<file path="src/rtl/matop_pkg.sv">
// Shared op codes, sequencer states and default RAM map for the matrix op sequencer.
package matop_pkg;

    localparam logic [3:0] OP_SUM    = 4'd0;
    localparam logic [3:0] OP_SUB    = 4'd1;
    localparam logic [3:0] OP_MUL    = 4'd2;
    localparam logic [3:0] OP_SCALAR = 4'd3;
    localparam logic [3:0] OP_TRANSP = 4'd4;
    localparam logic [3:0] OP_OPP    = 4'd5;
    localparam logic [3:0] OP_DET2   = 4'd6;
    localparam logic [3:0] OP_DET3   = 4'd7;
    localparam logic [3:0] OP_NONE   = 4'd15;

    localparam int unsigned ADDR_A_DFLT = 0;
    localparam int unsigned ADDR_B_DFLT = 1;
    localparam int unsigned ADDR_R_DFLT = 2;

    typedef enum logic [2:0] {
        ST_IDLE,
        ST_RD_A,
        ST_RD_B,
        ST_EXEC,
        ST_START,
        ST_WAIT_DONE,
        ST_WRITE,
        ST_FINISH
    } state_t;

    function automatic int unsigned max3(input int unsigned a, input int unsigned b,
                                         input int unsigned c);
        int unsigned m;
        m = (a > b) ? a : b;
        return (m > c) ? m : c;
    endfunction

endpackage

</file>
<file path="src/rtl/matop_wait_counter.sv">
// Loadable down-counter that stops at zero; zero_c flags expiry of a wait.
module matop_wait_counter #(
    parameter int unsigned W = 4
) (
    input  logic         clock,
    input  logic         reset,
    input  logic         load,
    input  logic [W-1:0] value,
    output logic         zero_c
);

    logic [W-1:0] count;

    always_ff @(posedge clock) begin
        if (reset) begin
            count <= '0;
        end else if (load) begin
            count <= value;
        end else if (count != '0) begin
            count <= count - W'(1);
        end
    end

    assign zero_c = (count == '0);

endmodule

</file>
<file path="src/rtl/matrix_op_sequencer.sv">
// Command-driven sequencer: read A/B, run the selected op, write the result back.
// Optional macro MATOP_DONE_TIMEOUT_EN bounds the multiplier done wait.
module matrix_op_sequencer
    import matop_pkg::*;
#(
    parameter int unsigned ADDR_W         = 8,
    parameter int unsigned RAM_W          = 256,
    parameter int unsigned MAT_W          = 200,
    parameter int unsigned READ_LATENCY   = 2,
    parameter int unsigned WRITE_HOLD     = 3,
    parameter int unsigned ADDR_A         = ADDR_A_DFLT,
    parameter int unsigned ADDR_B         = ADDR_B_DFLT,
    parameter int unsigned ADDR_R         = ADDR_R_DFLT,
    parameter int unsigned TIMEOUT_CYCLES = 1024
) (
    input  logic              clock,
    input  logic              reset,
    input  logic              cmd_valid,
    input  logic [3:0]        cmd_op,
    output logic              cmd_ready,
    output logic              cmd_done,
    output logic              cmd_error,
    output logic              busy,
    output logic [3:0]        op_sel,
    output logic [ADDR_W-1:0] ram_address,
    output logic              ram_wren,
    input  logic [RAM_W-1:0]  ram_q,
    output logic [MAT_W-1:0]  matrix_a,
    output logic [MAT_W-1:0]  matrix_b,
    output logic              mul_start,
    input  logic              mul_done
);

    localparam int unsigned CNT_MAX = max3(READ_LATENCY, WRITE_HOLD, TIMEOUT_CYCLES);
    localparam int unsigned CNT_W   = $clog2(CNT_MAX + 1);
    // Counter is loaded with N-1 so that zero_c is seen on the Nth cycle of a wait.
    localparam logic [CNT_W-1:0] RD_LOAD = CNT_W'(READ_LATENCY - 1);
    localparam logic [CNT_W-1:0] WR_LOAD = CNT_W'(WRITE_HOLD - 1);
`ifdef MATOP_DONE_TIMEOUT_EN
    localparam logic [CNT_W-1:0] TO_LOAD = CNT_W'(TIMEOUT_CYCLES - 1);
`endif

    state_t             state, state_n;
    logic               cmd_ready_n, cmd_done_n, cmd_error_n, busy_n;
    logic [3:0]         op_sel_n;
    logic [ADDR_W-1:0]  ram_address_n;
    logic               ram_wren_n, mul_start_n;
    logic [MAT_W-1:0]   matrix_a_n, matrix_b_n;
    logic               cnt_load;
    logic [CNT_W-1:0]   cnt_value;
    logic               cnt_zero_c;
    logic               unused_ram_bits;

    assign unused_ram_bits = ^ram_q[RAM_W-1:MAT_W];

    matop_wait_counter #(.W(CNT_W)) u_wait (
        .clock  (clock),
        .reset  (reset),
        .load   (cnt_load),
        .value  (cnt_value),
        .zero_c (cnt_zero_c)
    );

    // State and output registers
    always_ff @(posedge clock) begin
        if (reset) begin
            state       <= ST_IDLE;
            cmd_ready   <= 1'b1;
            cmd_done    <= 1'b0;
            cmd_error   <= 1'b0;
            busy        <= 1'b0;
            op_sel      <= OP_NONE;
            ram_address <= ADDR_W'(ADDR_A);
            ram_wren    <= 1'b0;
            matrix_a    <= '0;
            matrix_b    <= '0;
            mul_start   <= 1'b0;
        end else begin
            state       <= state_n;
            cmd_ready   <= cmd_ready_n;
            cmd_done    <= cmd_done_n;
            cmd_error   <= cmd_error_n;
            busy        <= busy_n;
            op_sel      <= op_sel_n;
            ram_address <= ram_address_n;
            ram_wren    <= ram_wren_n;
            matrix_a    <= matrix_a_n;
            matrix_b    <= matrix_b_n;
            mul_start   <= mul_start_n;
        end
    end

    // Next state and next output values
    always_comb begin
        state_n       = state;
        cmd_done_n    = 1'b0;
        cmd_error_n   = 1'b0;
        op_sel_n      = op_sel;
        ram_address_n = ram_address;
        ram_wren_n    = 1'b0;
        matrix_a_n    = matrix_a;
        matrix_b_n    = matrix_b;
        mul_start_n   = 1'b0;
        cnt_load      = 1'b0;
        cnt_value     = '0;

        unique case (state)
            ST_IDLE: begin
                if (cmd_valid) begin
                    if (cmd_op > OP_DET3) begin
                        cmd_done_n  = 1'b1;
                        cmd_error_n = 1'b1;
                        state_n     = ST_FINISH;
                    end else begin
                        op_sel_n      = cmd_op;
                        ram_address_n = ADDR_W'(ADDR_A);
                        cnt_load      = 1'b1;
                        cnt_value     = RD_LOAD;
                        state_n       = ST_RD_A;
                    end
                end
            end
            ST_RD_A: begin
                if (cnt_zero_c) begin
                    matrix_a_n    = ram_q[MAT_W-1:0];
                    ram_address_n = ADDR_W'(ADDR_B);
                    cnt_load      = 1'b1;
                    cnt_value     = RD_LOAD;
                    state_n       = ST_RD_B;
                end
            end
            ST_RD_B: begin
                if (cnt_zero_c) begin
                    matrix_b_n = ram_q[MAT_W-1:0];
                    if (op_sel == OP_MUL) begin
                        mul_start_n = 1'b1;
                        state_n     = ST_START;
                    end else begin
                        state_n = ST_EXEC;
                    end
                end
            end
            ST_EXEC: begin
                ram_address_n = ADDR_W'(ADDR_R);
                ram_wren_n    = 1'b1;
                cnt_load      = 1'b1;
                cnt_value     = WR_LOAD;
                state_n       = ST_WRITE;
            end
            ST_START: begin
`ifdef MATOP_DONE_TIMEOUT_EN
                cnt_load  = 1'b1;
                cnt_value = TO_LOAD;
`endif
                state_n = ST_WAIT_DONE;
            end
            ST_WAIT_DONE: begin
                if (mul_done) begin
                    ram_address_n = ADDR_W'(ADDR_R);
                    ram_wren_n    = 1'b1;
                    cnt_load      = 1'b1;
                    cnt_value     = WR_LOAD;
                    state_n       = ST_WRITE;
                end
`ifdef MATOP_DONE_TIMEOUT_EN
                else if (cnt_zero_c) begin
                    cmd_done_n  = 1'b1;
                    cmd_error_n = 1'b1;
                    state_n     = ST_FINISH;
                end
`endif
            end
            ST_WRITE: begin
                if (cnt_zero_c) begin
                    cmd_done_n = 1'b1;
                    state_n    = ST_FINISH;
                end else begin
                    ram_wren_n = 1'b1;
                end
            end
            ST_FINISH: begin
                op_sel_n      = OP_NONE;
                ram_address_n = ADDR_W'(ADDR_A);
                state_n       = ST_IDLE;
            end
            default: state_n = ST_IDLE;
        endcase

        cmd_ready_n = (state_n == ST_IDLE);
        busy_n      = (state_n != ST_IDLE);
    end

endmodule

</file>
<file path="config.mk">
export PLATFORM = sky130hd
export DESIGN_NAME = matrix_op_sequencer
export DESIGN_NICKNAME = d
export VERILOG_FILES = /design/src/rtl/matop_pkg.sv /design/src/rtl/matop_wait_counter.sv /design/src/rtl/matrix_op_sequencer.sv
export SDC_FILE = /design/constraint.sdc
export NUM_CORES = 1
export LEC_CHECK = 0
export ABC_AREA = 1
export BUFFER_PORTS_ARGS = -buffer_cell sky130_fd_sc_hd__buf_2
export CORE_AREA = 8 8 256 258
export DETAILED_ROUTE_END_ITERATION = 12
export DIE_AREA = 0 0 264 266
export PLACE_DENSITY = 0.47
export SLEW_MARGIN = 15
export SYNTH_ARGS = -nofsm -noshare
export SYNTH_HDL_FRONTEND = slang
export SYNTH_HIERARCHICAL = 1
export SYNTH_SLANG_ARGS = --single-unit
</file>
<file path="constraint.sdc">
create_clock -name clock -period 2.5 [get_ports clock]
set_clock_uncertainty 0.2 [all_clocks]
set_input_delay 0.25 -clock clock [delete_from_list [all_inputs] [get_ports clock]]
set_output_delay 0.25 -clock clock [all_outputs]
set_load 0.01 [all_outputs]
</file>
==> impl_metrics.env, run 1 <==
export IMPL_run_status="finished, final reports clean"
export IMPL_cts_path_max_buffers=3
export IMPL_initial_core_util_pct=25.02
export IMPL_synth_compound_area_share_pct=13.65
export IMPL_first_global_vias=15941
export IMPL_grt_pass1_wl_um=94060
export IMPL_drive_gt1_share_pct=29.29
export IMPL_endpoint_kind="register"
export IMPL_critical_path_slowest_cell="dfxtp_1"
export IMPL_dieWidth_um=264
export IMPL_synthXorXnorAreaFrac_pct=0.1143
export IMPL_ys_seq_area_share_pct=55.64
export IMPL_synth_adder_area_share_pct=0.08163
export IMPL_fmax_mhz=417.2
export IMPL_ys_types=33
export IMPL_busiest_layer="met2"
export IMPL_leakage_nw=11.77
export IMPL_synthArstFlopShare_pct=0
export IMPL_ir_drop_v=0.0004663
export IMPL_setup_viol=0
export IMPL_grt_overflow=0
export IMPL_path_class="reg2reg"
export IMPL_ant_nets=0
export IMPL_yosys_area_share_simple_pct=24.31
export IMPL_vias_per_cell=4.406
export IMPL_synthTopCellsByArea="dfxtp_1, nor2_1, o21ai_0"
export IMPL_cts_made_buffers=47
export IMPL_reg2reg_slack_ps=100
export IMPL_io_buffers=619
export IMPL_fin_nets=3099
export IMPL_wirelength_um=65240
export IMPL_grt_use_total_pct=16.62
export IMPL_drc=0
export IMPL_start_kind="register"
export IMPL_cts_root_buffer_cell="clkbuf_16"
export IMPL_cts_max_level=2
export IMPL_die_area_mm2=0.07022
export IMPL_syn_area_mm2=0.01533
export IMPL_crit_fanout=10
export IMPL_grt_max_degree=65
export IMPL_ys_warnings_count=6
export IMPL_syn_inst=1974
export IMPL_crit_chain="nor2_4, nand3_4, nor3_2, nand2_1, nor2_4, nand4_4, buf_12, clkinv_16, buf_16, clkbuf_16, nor2_1, nor2_1"
export IMPL_drt_iter0_markers=1151
export IMPL_finalPower_mw=20.27
export IMPL_maxCapViolations=0
export IMPL_ys_ff_latch=426
export IMPL_synth_top_family_by_area="simple AND/OR/NAND/NOR gates"
export IMPL_routedWlPerCell_um=17.82
export IMPL_slew_viol_final=0
export IMPL_synth_main_ff_cell="dfxtp_1"
export IMPL_fin_crit_ps=2397
export IMPL_critical_path_arrival_ps=2700
export IMPL_cpPeakStageDelay_ps=350
export IMPL_gr_usage_met3_pct=4.826
export IMPL_die_h_um=266
export IMPL_finalCritPeriodShare_pct=95.87
export IMPL_timing_hold_worst_class="in2reg"
export IMPL_place_area_mm2=0.01970
export IMPL_synthMuxAreaShare_pct=0.06531
export IMPL_stdcell_area_mm2=0.02423
export IMPL_cts_num_sinks=426
export IMPL_nFillCells=6305
export IMPL_placed_cells=3336
export IMPL_synth_area_leader_cell="dfxtp_1"
export IMPL_hold_violations=0
export IMPL_clk_latency_ps=570
export IMPL_cp_required_ps=2810
export IMPL_cts_tree="done"
export IMPL_power_density_mw_per_mm2=836.7
export IMPL_use_met2_pct=28.56
export IMPL_grt_use_met1_pct=19.03
export IMPL_synth_avg_cell_area_um2=7.765
export IMPL_final_cells=3662
export IMPL_vias=16134
export IMPL_gp_routability_congestion=0.8423
export IMPL_clk_pin_slew_ps=60
export IMPL_grt_antenna_before_repair=0
export IMPL_core_area_mm2=0.06126
export IMPL_pin_count=682
export IMPL_fp_row_count=91
export IMPL_drtPass1Iterations=5
export IMPL_synth_edf_count=0
export IMPL_dpl_hpwl_um=45320
export IMPL_syn_to_final_growth_pct=58.06
export IMPL_yosysTopAreaCellShare_pct=55.64
per-layer routing:
metal | wire length [µm] | up-vias | part of all wire (%)
met5 | 0 | - | 0
met4 | 2962 | 0 | 4.5
met3 | 4742 | 135 | 7.3
met2 | 31530 | 560 | 48
met1 | 26010 | 7414 | 40
li1 | - | 8025 | -
critical path, delay by kind of cell, from the launching register on:
kind	cells	cell delay (ps)
buffers and inverters	4	640
flip-flops	1	350
AND/OR/NAND/NOR	8	1090
synthesized netlist by cell type (2+ instances only):
library cell,instances
inv_2,5
clkbuf_1,66
buf_2,34
nand3_1,20
inv_1,24
nand2_4,2
nand4_1,3
nand2_1,81
buf_4,17
clkbuf_4,2
o21ai_0,372
nor2_1,832
nor2_4,5
buf_6,23
nand2_2,2
a21oi_2,2
a21oi_1,6
dfxtp_1,426
nor3_1,4
o21ai_1,35
final timing paths:
check	cells after the start	startpoint	end
worst max-delay path	12	u_wait/count[3]$_SDFFE_PP0P_	matrix_a[197]$_SDFFE_PP0P_
worst min-delay path	4	ram_q[115]	matrix_b[115]$_SDFFE_PP0P_
worst max register to register	12	u_wait/count[3]$_SDFFE_PP0P_	matrix_a[197]$_SDFFE_PP0P_
worst min register to register	2	matrix_a[110]$_SDFFE_PP0P_	matrix_a[110]$_SDFFE_PP0P_
kinds of logic after synthesis:
logic type,count (synthesis)
mux,1
xor+xnor,2
compound gates,416
flops,426
simple gates,955
other cells,1
fa+ha+maj,1
buf+inv,172
sequential cells by signal, summed over array words and instances (netlist names):
| signal | count |
|---|---|
| busy | 1 |
| cmd_done | 1 |
| cmd_error | 1 |
| cmd_ready | 1 |
| matrix_a | 200 |
| matrix_b | 200 |
| mul_start | 1 |
| op_sel | 4 |
| ram_address | 2 |
| ram_wren | 1 |
| state | 3 |
| u_wait/count | 11 |
power breakdown:
part | internal (mW) | leakage, nW | switching, mW
Combinational | 2.12 | 7.50 | 2.73
Sequential | 7.51 | 3.44 | 0.385
Clock | 4.58 | 0.833 | 2.94
Total | 14.2 | 11.8 | 6.06
cell type report:
type	instances	area [µm²]	share of cell area, %
Sequential cell	426	8531	35.21
Timing Repair Buffer	939	6882	28.41
Multi-Input combinational cell	1390	5968	24.64
Clock buffer	65	1376	5.681
Tap cell	790	988.4	4.080
Clock inverter	21	305.3	1.260
Inverter	30	172.7	0.7127
Antenna cell	1	2.502	0.01033
what timing repair did:
| action | CTS | global route |
|---|---|---|
| endpoints found under the setup margin | 213 | 400 |
| cloned | 0 | 22 |
| hold endpoints to repair | 425 | 0 |
| hold buffers | 211 | 0 |
| buffers inserted | 2 | 4 |
| gates resized for setup | 4 | 35 |
| pin swaps | 1 | 10 |
cell usage in the layout, fill, tap and decap left out, drive strengths merged, types with 5 or more instances in the layout:
cell type and n:
conb 15, inv 30, clkbuf 84, clkinv 13, nor2 838, buf 709, nand2 85, bufinv 7
nor3 5, o21ai 407, nand3 21, dlygate4sd3 211, a21oi 8, dfxtp 426
stage by stage:
stage	worst slack, ps	util (%)	TNS (ps)	hold slack [ps]
after global routing	-26.57	39.54	-277.5	236.4
after CTS	8.000	38.42	0	193.4
after detailed placement	-145.7	32.16	-7297	264.4
after global placement	-73.33	32.16	-406.0	257.2
after floorplan	8.683	-	0	119.1
final	103.2	39.55	0	244.1
No activity file was read; power rests on OpenSTA's default activity.
==> inputs of run 2 (changes only) <==
--- a/config.mk
+++ b/config.mk
@@ -5,11 +5,11 @@
 export SDC_FILE = /design/constraint.sdc
 export NUM_CORES = 1
 export LEC_CHECK = 0
-export ABC_AREA = 1
+export ABC_AREA = 0
 export BUFFER_PORTS_ARGS = -buffer_cell sky130_fd_sc_hd__buf_2
-export CORE_AREA = 8 8 256 258
+export CORE_AREA = 8 8 257 259
 export DETAILED_ROUTE_END_ITERATION = 12
-export DIE_AREA = 0 0 264 266
+export DIE_AREA = 0 0 265 267
 export PLACE_DENSITY = 0.47
 export SLEW_MARGIN = 15
 export SYNTH_ARGS = -nofsm -noshare
==> impl_metrics.env, run 2 <==
export IMPL_dieWidth_um=265
export IMPL_multi_input_area_mm2=0.006071
export IMPL_hp_start="cmd_valid"
export IMPL_clk_latency_ps=570
export IMPL_top_regs="matrix_a: 200 flops, matrix_b: 200 flops, u_wait/count: 11 flops"
export IMPL_maxCapViolations=0
export IMPL_dpl_hpwl_um=47030
export IMPL_cts_tree="done"
export IMPL_final_common_cell="nand2_1"
export IMPL_p_clk_share_pct=37.2
export IMPL_grt_pass1_wl_um=95220
export IMPL_cts_made_buffers=49
export IMPL_fp_row_count=92
export IMPL_yosysTopAreaCellShare_pct=56.56
export IMPL_vias=16062
export IMPL_hold_ws_ps=79.58
export IMPL_dp_slack_ps=-73.28
export IMPL_rsz0062_at_grt="true"
export IMPL_wirelength_um=65610
export IMPL_crit_chain="or4_1, nor4_4, and2b_4, nand3b_1, buf_6, buf_12, nand2_1, a21oi_1"
export IMPL_ys_seq_area_share_pct=56.56
export IMPL_placed_cells=3288
export IMPL_synth_area_leader_cell="dfxtp_1"
export IMPL_initial_core_util_pct=24.26
export IMPL_hold_depth=4
export IMPL_ys_types=51
export IMPL_ir_drop_v=0.0005166
export IMPL_tns_ps=-456.2
export IMPL_internal_power_mw=13.46
export IMPL_io_buffers=619
export IMPL_synth_avg_cell_area_um2=7.953
export IMPL_cp_required_ps=2730
export IMPL_cts_path_max_buffers=3
export IMPL_slew_viol_final=0
export IMPL_hold_violations=0
export IMPL_syn_area_mm2=0.01508
export IMPL_grt_overflow=0
export IMPL_crit_family="simple AND/OR/NAND/NOR gates"
export IMPL_cpPeakStageDelay_ps=590
export IMPL_die_h_um=267
export IMPL_worst_path_stages=8
export IMPL_syn_inst=1896
export IMPL_vias_per_cell=4.449
export IMPL_grt_use_total_pct=16.94
export IMPL_synth_common_cells="nand2_1, dfxtp_1, a21oi_1"
export IMPL_endpoint_kind="register"
export IMPL_synth_most_common_cell="nand2_1"
export IMPL_place_area_mm2=0.01970
export IMPL_drive_gt1_share_pct=31.99
export IMPL_synthTopCellsByArea="dfxtp_1, nand2_1, a21oi_1"
export IMPL_r2r_cells=8
export IMPL_drc=0
export IMPL_seqPwrFrac_pct=39.9
export IMPL_grt_max_degree=145
export IMPL_start_kind="register"
export IMPL_fin_nets=3036
export IMPL_violations="setup timing"
export IMPL_drtPass1Iterations=5
export IMPL_fin_crit_ps=2523
export IMPL_r2r_start="u_wait/count[5]$_SDFFE_PP0P_"
export IMPL_timing_hold_worst_class="in2reg"
export IMPL_fmax_mhz=396.3
export IMPL_first_global_vias=16018
export IMPL_drt_iter0_markers=1035
export IMPL_synth_edf_count=0
export IMPL_p_comb_share_pct=22.9
export IMPL_clk_pin_slew_ps=60
export IMPL_die_area_mm2=0.07076
export IMPL_stdcell_area_mm2=0.02411
export IMPL_power_share_switching_pct=29.22
export IMPL_final_cell_mix="nand2_1, buf_2, dfxtp_1"
export IMPL_final_cells=3610
export IMPL_grt_antenna_before_repair=1
export IMPL_leakage_nw=10.27
export IMPL_crit_fanout=33
export IMPL_cts_num_sinks=426
export IMPL_slew_headroom_pct=47.30
export IMPL_setup_viol=48
export IMPL_finalCritPeriodShare_pct=100.9
export IMPL_gp_routability_congestion=0.8329
export IMPL_synthArstFlopShare_pct=0
export IMPL_critPathLaunch="u_wait/count[5]$_SDFFE_PP0P_"
export IMPL_tightest_slew_ps=790.5
export IMPL_pin_count=682
export IMPL_critical_path_arrival_ps=2750
export IMPL_p_sw_mw=5.555
export IMPL_ff_latch_area_mm2=0.008531
export IMPL_run_status="finished, violations left"
export IMPL_ant_nets=0
export IMPL_path_class="reg2reg"
export IMPL_core_area_mm2=0.06216
export IMPL_synth_main_ff_cell="dfxtp_1"
export IMPL_critical_path_slowest_cell="or4_1"
export IMPL_cts_root_buffer_cell="clkbuf_16"
export IMPL_critPathBufInv=2
export IMPL_syn_to_final_growth_pct=59.92
export IMPL_power_density_mw_per_mm2=788.4
export IMPL_cts_max_level=2
export IMPL_ys_ff_latch=426
export IMPL_routedWlPerCell_um=18.18
export IMPL_ys_warnings_count=6
export IMPL_finalWorstSetupSlack_ps=-23.13
export IMPL_nFillCells=6363
[run 2: power groups by stage]
stage / clock network (mW) / registers, mW / logic [mW]
floorplan: 0 / 7.90 / 1.79
global placement: 0 / 7.71 / 3.67
detailed placement: 0 / 7.73 / 3.70
CTS: 7.32 / 7.58 / 4.11
global route: 7.59 / 7.65 / 4.74
finish: 7.07 / 7.59 / 4.35
[run 2: per-stage QoR]
step / util [%] / total power, mW
after floorplan: - / 9.692
after global placement: 31.69 / 11.37
after detailed placement: 31.69 / 11.43
after CTS: 37.95 / 19.02
after global routing: 38.79 / 19.98
final: 38.79 / 19.01
[run 2: cell type report]
cell class	count	area share [%]
sequential	426	35.38
tap	799	4.146
timing repair buffer	957	28.55
clock buffer	71	6.019
antenna	1	0.01038
inverter	7	0.1297
multi-input combinational	1330	25.18
clock inverter	19	0.5863
[run 2: logic make-up after synthesis]
logic type,synth area share [%]
other cells,0.02487
buf+inv,5.145
compound gates,15.33
fa+ha+maj,0.08297
flops,56.56
xor+xnor,0.1743
simple gates,22.69
[run 2: routing by layer]
layer / up-vias / track usage (%) / routed length (µm)
li1: 7901 / - / -
met1: 7479 / 19.68 / 26370
met2: 590 / 28.44 / 31130
met3: 92 / 6.604 / 6190
met4: 0 / 5.604 / 1921
met5: - / 0 / 0
[run 2: tightest hold or removal path: stages]
cell	delay [ps]
buf_2	120
and3b_1	170
o21bai_1	100
a31oi_4	150
[run 2: final timing paths]
path / slack [ps] / endpoint
max: -20 / matrix_a[97]$_SDFFE_PP0P_
min: 80 / state[2]$_SDFF_PP0_
max reg2reg: -20 / matrix_a[97]$_SDFFE_PP0P_
min reg2reg: 250 / matrix_a[24]$_SDFFE_PP0P_
[run 2: timing repair]
action / in CTS / in global routing
gates cloned: 1 / 10
pin swaps: 4 / 5
gates resized for setup: 43 / 52
buffers inserted: 4 / 9
hold buffers: 208 / 0
setup endpoints to repair: 331 / 415
endpoints found under the hold margin: 414 / 0
==> inputs of run 3 (changes only) <==
--- a/config.mk
+++ b/config.mk
@@ -6,11 +6,11 @@
 export NUM_CORES = 1
 export LEC_CHECK = 0
 export ABC_AREA = 0
-export BUFFER_PORTS_ARGS = -buffer_cell sky130_fd_sc_hd__buf_2
-export CORE_AREA = 8 8 257 259
+export CORE_AREA = 8 8 260 262
 export DETAILED_ROUTE_END_ITERATION = 12
-export DIE_AREA = 0 0 265 267
-export PLACE_DENSITY = 0.47
+export DIE_AREA = 0 0 268 270
+export DONT_BUFFER_PORTS = 1
+export PLACE_DENSITY = 0.36
 export SLEW_MARGIN = 15
 export SYNTH_ARGS = -nofsm -noshare
 export SYNTH_HDL_FRONTEND = slang
==> impl_metrics.env, run 3 (synthesized netlist as in run 2, its figures left out) <==
export IMPL_grt_pass1_wl_um=88190
export IMPL_die_area_mm2=0.07236
export IMPL_cts_path_max_buffers=3
export IMPL_drtPass1Iterations=5
export IMPL_critical_path_slowest_cell="or4b_4"
export IMPL_cts_max_level=2
export IMPL_leakage_nw=7.030
export IMPL_grt_use_total_pct=15.64
export IMPL_rsz0062_at_grt="true"
export IMPL_io_buffers=0
export IMPL_path_class="reg2reg"
export IMPL_vias=13623
export IMPL_die_h_um=270
export IMPL_cts_made_buffers=49
export IMPL_dpl_hpwl_um=42340
export IMPL_tightest_slew_ps=657.0
export IMPL_gp_routability_congestion=0.7895
export IMPL_tns_ps=-18680
export IMPL_wirelength_um=62190
export IMPL_final_cell_mix="nand2_1, dfxtp_1, a21oi_1"
export IMPL_dieWidth_um=268
export IMPL_fp_row_count=93
export IMPL_drc=0
export IMPL_cp_required_ps=2750
export IMPL_cpPeakStageDelay_ps=480
export IMPL_crit_fanout=3
export IMPL_ant_nets=0
export IMPL_grt_antenna_before_repair=3
export IMPL_ir_drop_v=0.0004705
export IMPL_final_cells=3027
export IMPL_timing_hold_worst_class="in2reg"
export IMPL_vias_per_cell=4.500
export IMPL_r2r_start="u_wait/count[1]$_SDFFE_PP0P_"
export IMPL_syn_to_final_growth_pct=37.31
export IMPL_cts_tree="done"
export IMPL_endpoint_kind="register"
export IMPL_drt_iter0_markers=731
export IMPL_first_global_vias=13286
export IMPL_hold_ws_ps=-386.2
export IMPL_setup_viol=359
export IMPL_grt_max_degree=422
export IMPL_stdcell_area_mm2=0.02070
export IMPL_finalCritPeriodShare_pct=105.5
export IMPL_run_status="finished, violations left"
export IMPL_slew_viol_final=0
export IMPL_hold_violations=418
export IMPL_nFillCells=6782
export IMPL_place_area_mm2=0.01638
export IMPL_core_area_mm2=0.06365
export IMPL_maxCapViolations=0
export IMPL_top_regs="matrix_a: 200 flops, matrix_b: 200 flops, u_wait/count: 11 flops"
export IMPL_clk_pin_slew_ps=60
export IMPL_crit_chain="inv_2, ha_4, or4b_4, nor4_4, and2b_4, nand3b_1, buf_6, nand3_4, clkinv_4, and4_1, a311o_1"
export IMPL_final_common_cell="nand2_1"
export IMPL_grt_overflow=0
export IMPL_fmax_mhz=379.1
export IMPL_routedWlPerCell_um=20.55
export IMPL_finalWorstSetupSlack_ps=-137.6
export IMPL_initial_core_util_pct=23.69
export IMPL_clk_latency_ps=560
export IMPL_power_density_mw_per_mm2=891.3
export IMPL_slew_headroom_pct=56.20
export IMPL_hp_start="reset"
export IMPL_cts_num_sinks=426
export IMPL_cts_root_buffer_cell="clkbuf_16"
export IMPL_fin_nets=2399
export IMPL_start_kind="register"
export IMPL_violations="hold timing, setup timing"
export IMPL_drive_gt1_share_pct=9.585
export IMPL_critical_path_arrival_ps=2890
export IMPL_pin_count=682
export IMPL_critPathLaunch="u_wait/count[1]$_SDFFE_PP0P_"
export IMPL_fin_crit_ps=2638
export IMPL_placed_cells=2702
==> run 3: report_power, final <==
| part | switching (mW) | leakage (nW) | internal [mW] |
|---|---|---|---|
| clock | 2.88 | 0.807 | 4.36 |
| sequential | 0.658 | 3.44 | 7.30 |
| combinational | 1.70 | 2.78 | 1.57 |
==> run 3: layout make-up <==
cell class | count | area, µm² | area share [%]
flip-flops and latches | 426 | 8531 | 41.20
multi-input cells | 1330 | 5902 | 28.51
repair buffers | 320 | 3538 | 17.09
clock buffers | 78 | 1528 | 7.379
well taps | 855 | 1070 | 5.167
clock inverters | 9 | 98.84 | 0.4774
inverters | 7 | 31.28 | 0.1511
diodes | 2 | 5.005 | 0.02417
==> run 3: what timing repair did <==
item / in CTS / in global routing
setup endpoints to repair: 407 / 416
resized for setup: 23 / 16
buffers inserted: 3 / 8
pin swaps: 0 / 5
hold endpoints to repair: 426 / 418
hold buffers: 205 / 8
gates cloned: 4 / 8
==> run 3: critical path: cells and delay by family, from the launching register on <==
family                     cells  cell delay [ps]
AOI/OAI and AO/OA              1              260
adders and majority gates      1              130
buffers and inverters          3              310
DFF                            1              320
and+or+nand+nor                6             1300
==> run 3: routing by layer <==
metal  part of all wire (%)  track usage (%)  vias to the layer above
met5                  0.021                0                        -
met4                    2.7            4.756                        2
met3                     11            7.054                       96
met2                     49            27.03                      470
met1                     38            16.98                     6423
li1                       -                -                     6632
==> run 3: worst paths after layout <==
kind | to | slack [ps] | depth (start not counted)
max | u_wait/count[0]$_SDFFE_PP0P_ | -140 | 11
min | matrix_a[194]$_SDFFE_PP0P_ | -390 | 1
max reg2reg | u_wait/count[0]$_SDFFE_PP0P_ | -140 | 11
min reg2reg | matrix_b[79]$_SDFFE_PP0P_ | 300 | 2
==> run 3: metrics by stage <==
stage                     hold WS [ps]  setup slack, ps  utilization (%)  power, mW
after floorplan                  186.0           -492.9                -      9.692
after global placement           181.5           -101.4            25.73      10.62
after detailed placement         178.6           -114.8            25.73      10.64
after CTS                       -451.9           -116.0            31.85      18.50
after global routing            -417.1           -258.0            32.53      19.37
final                           -386.2           -137.6            32.53      18.45
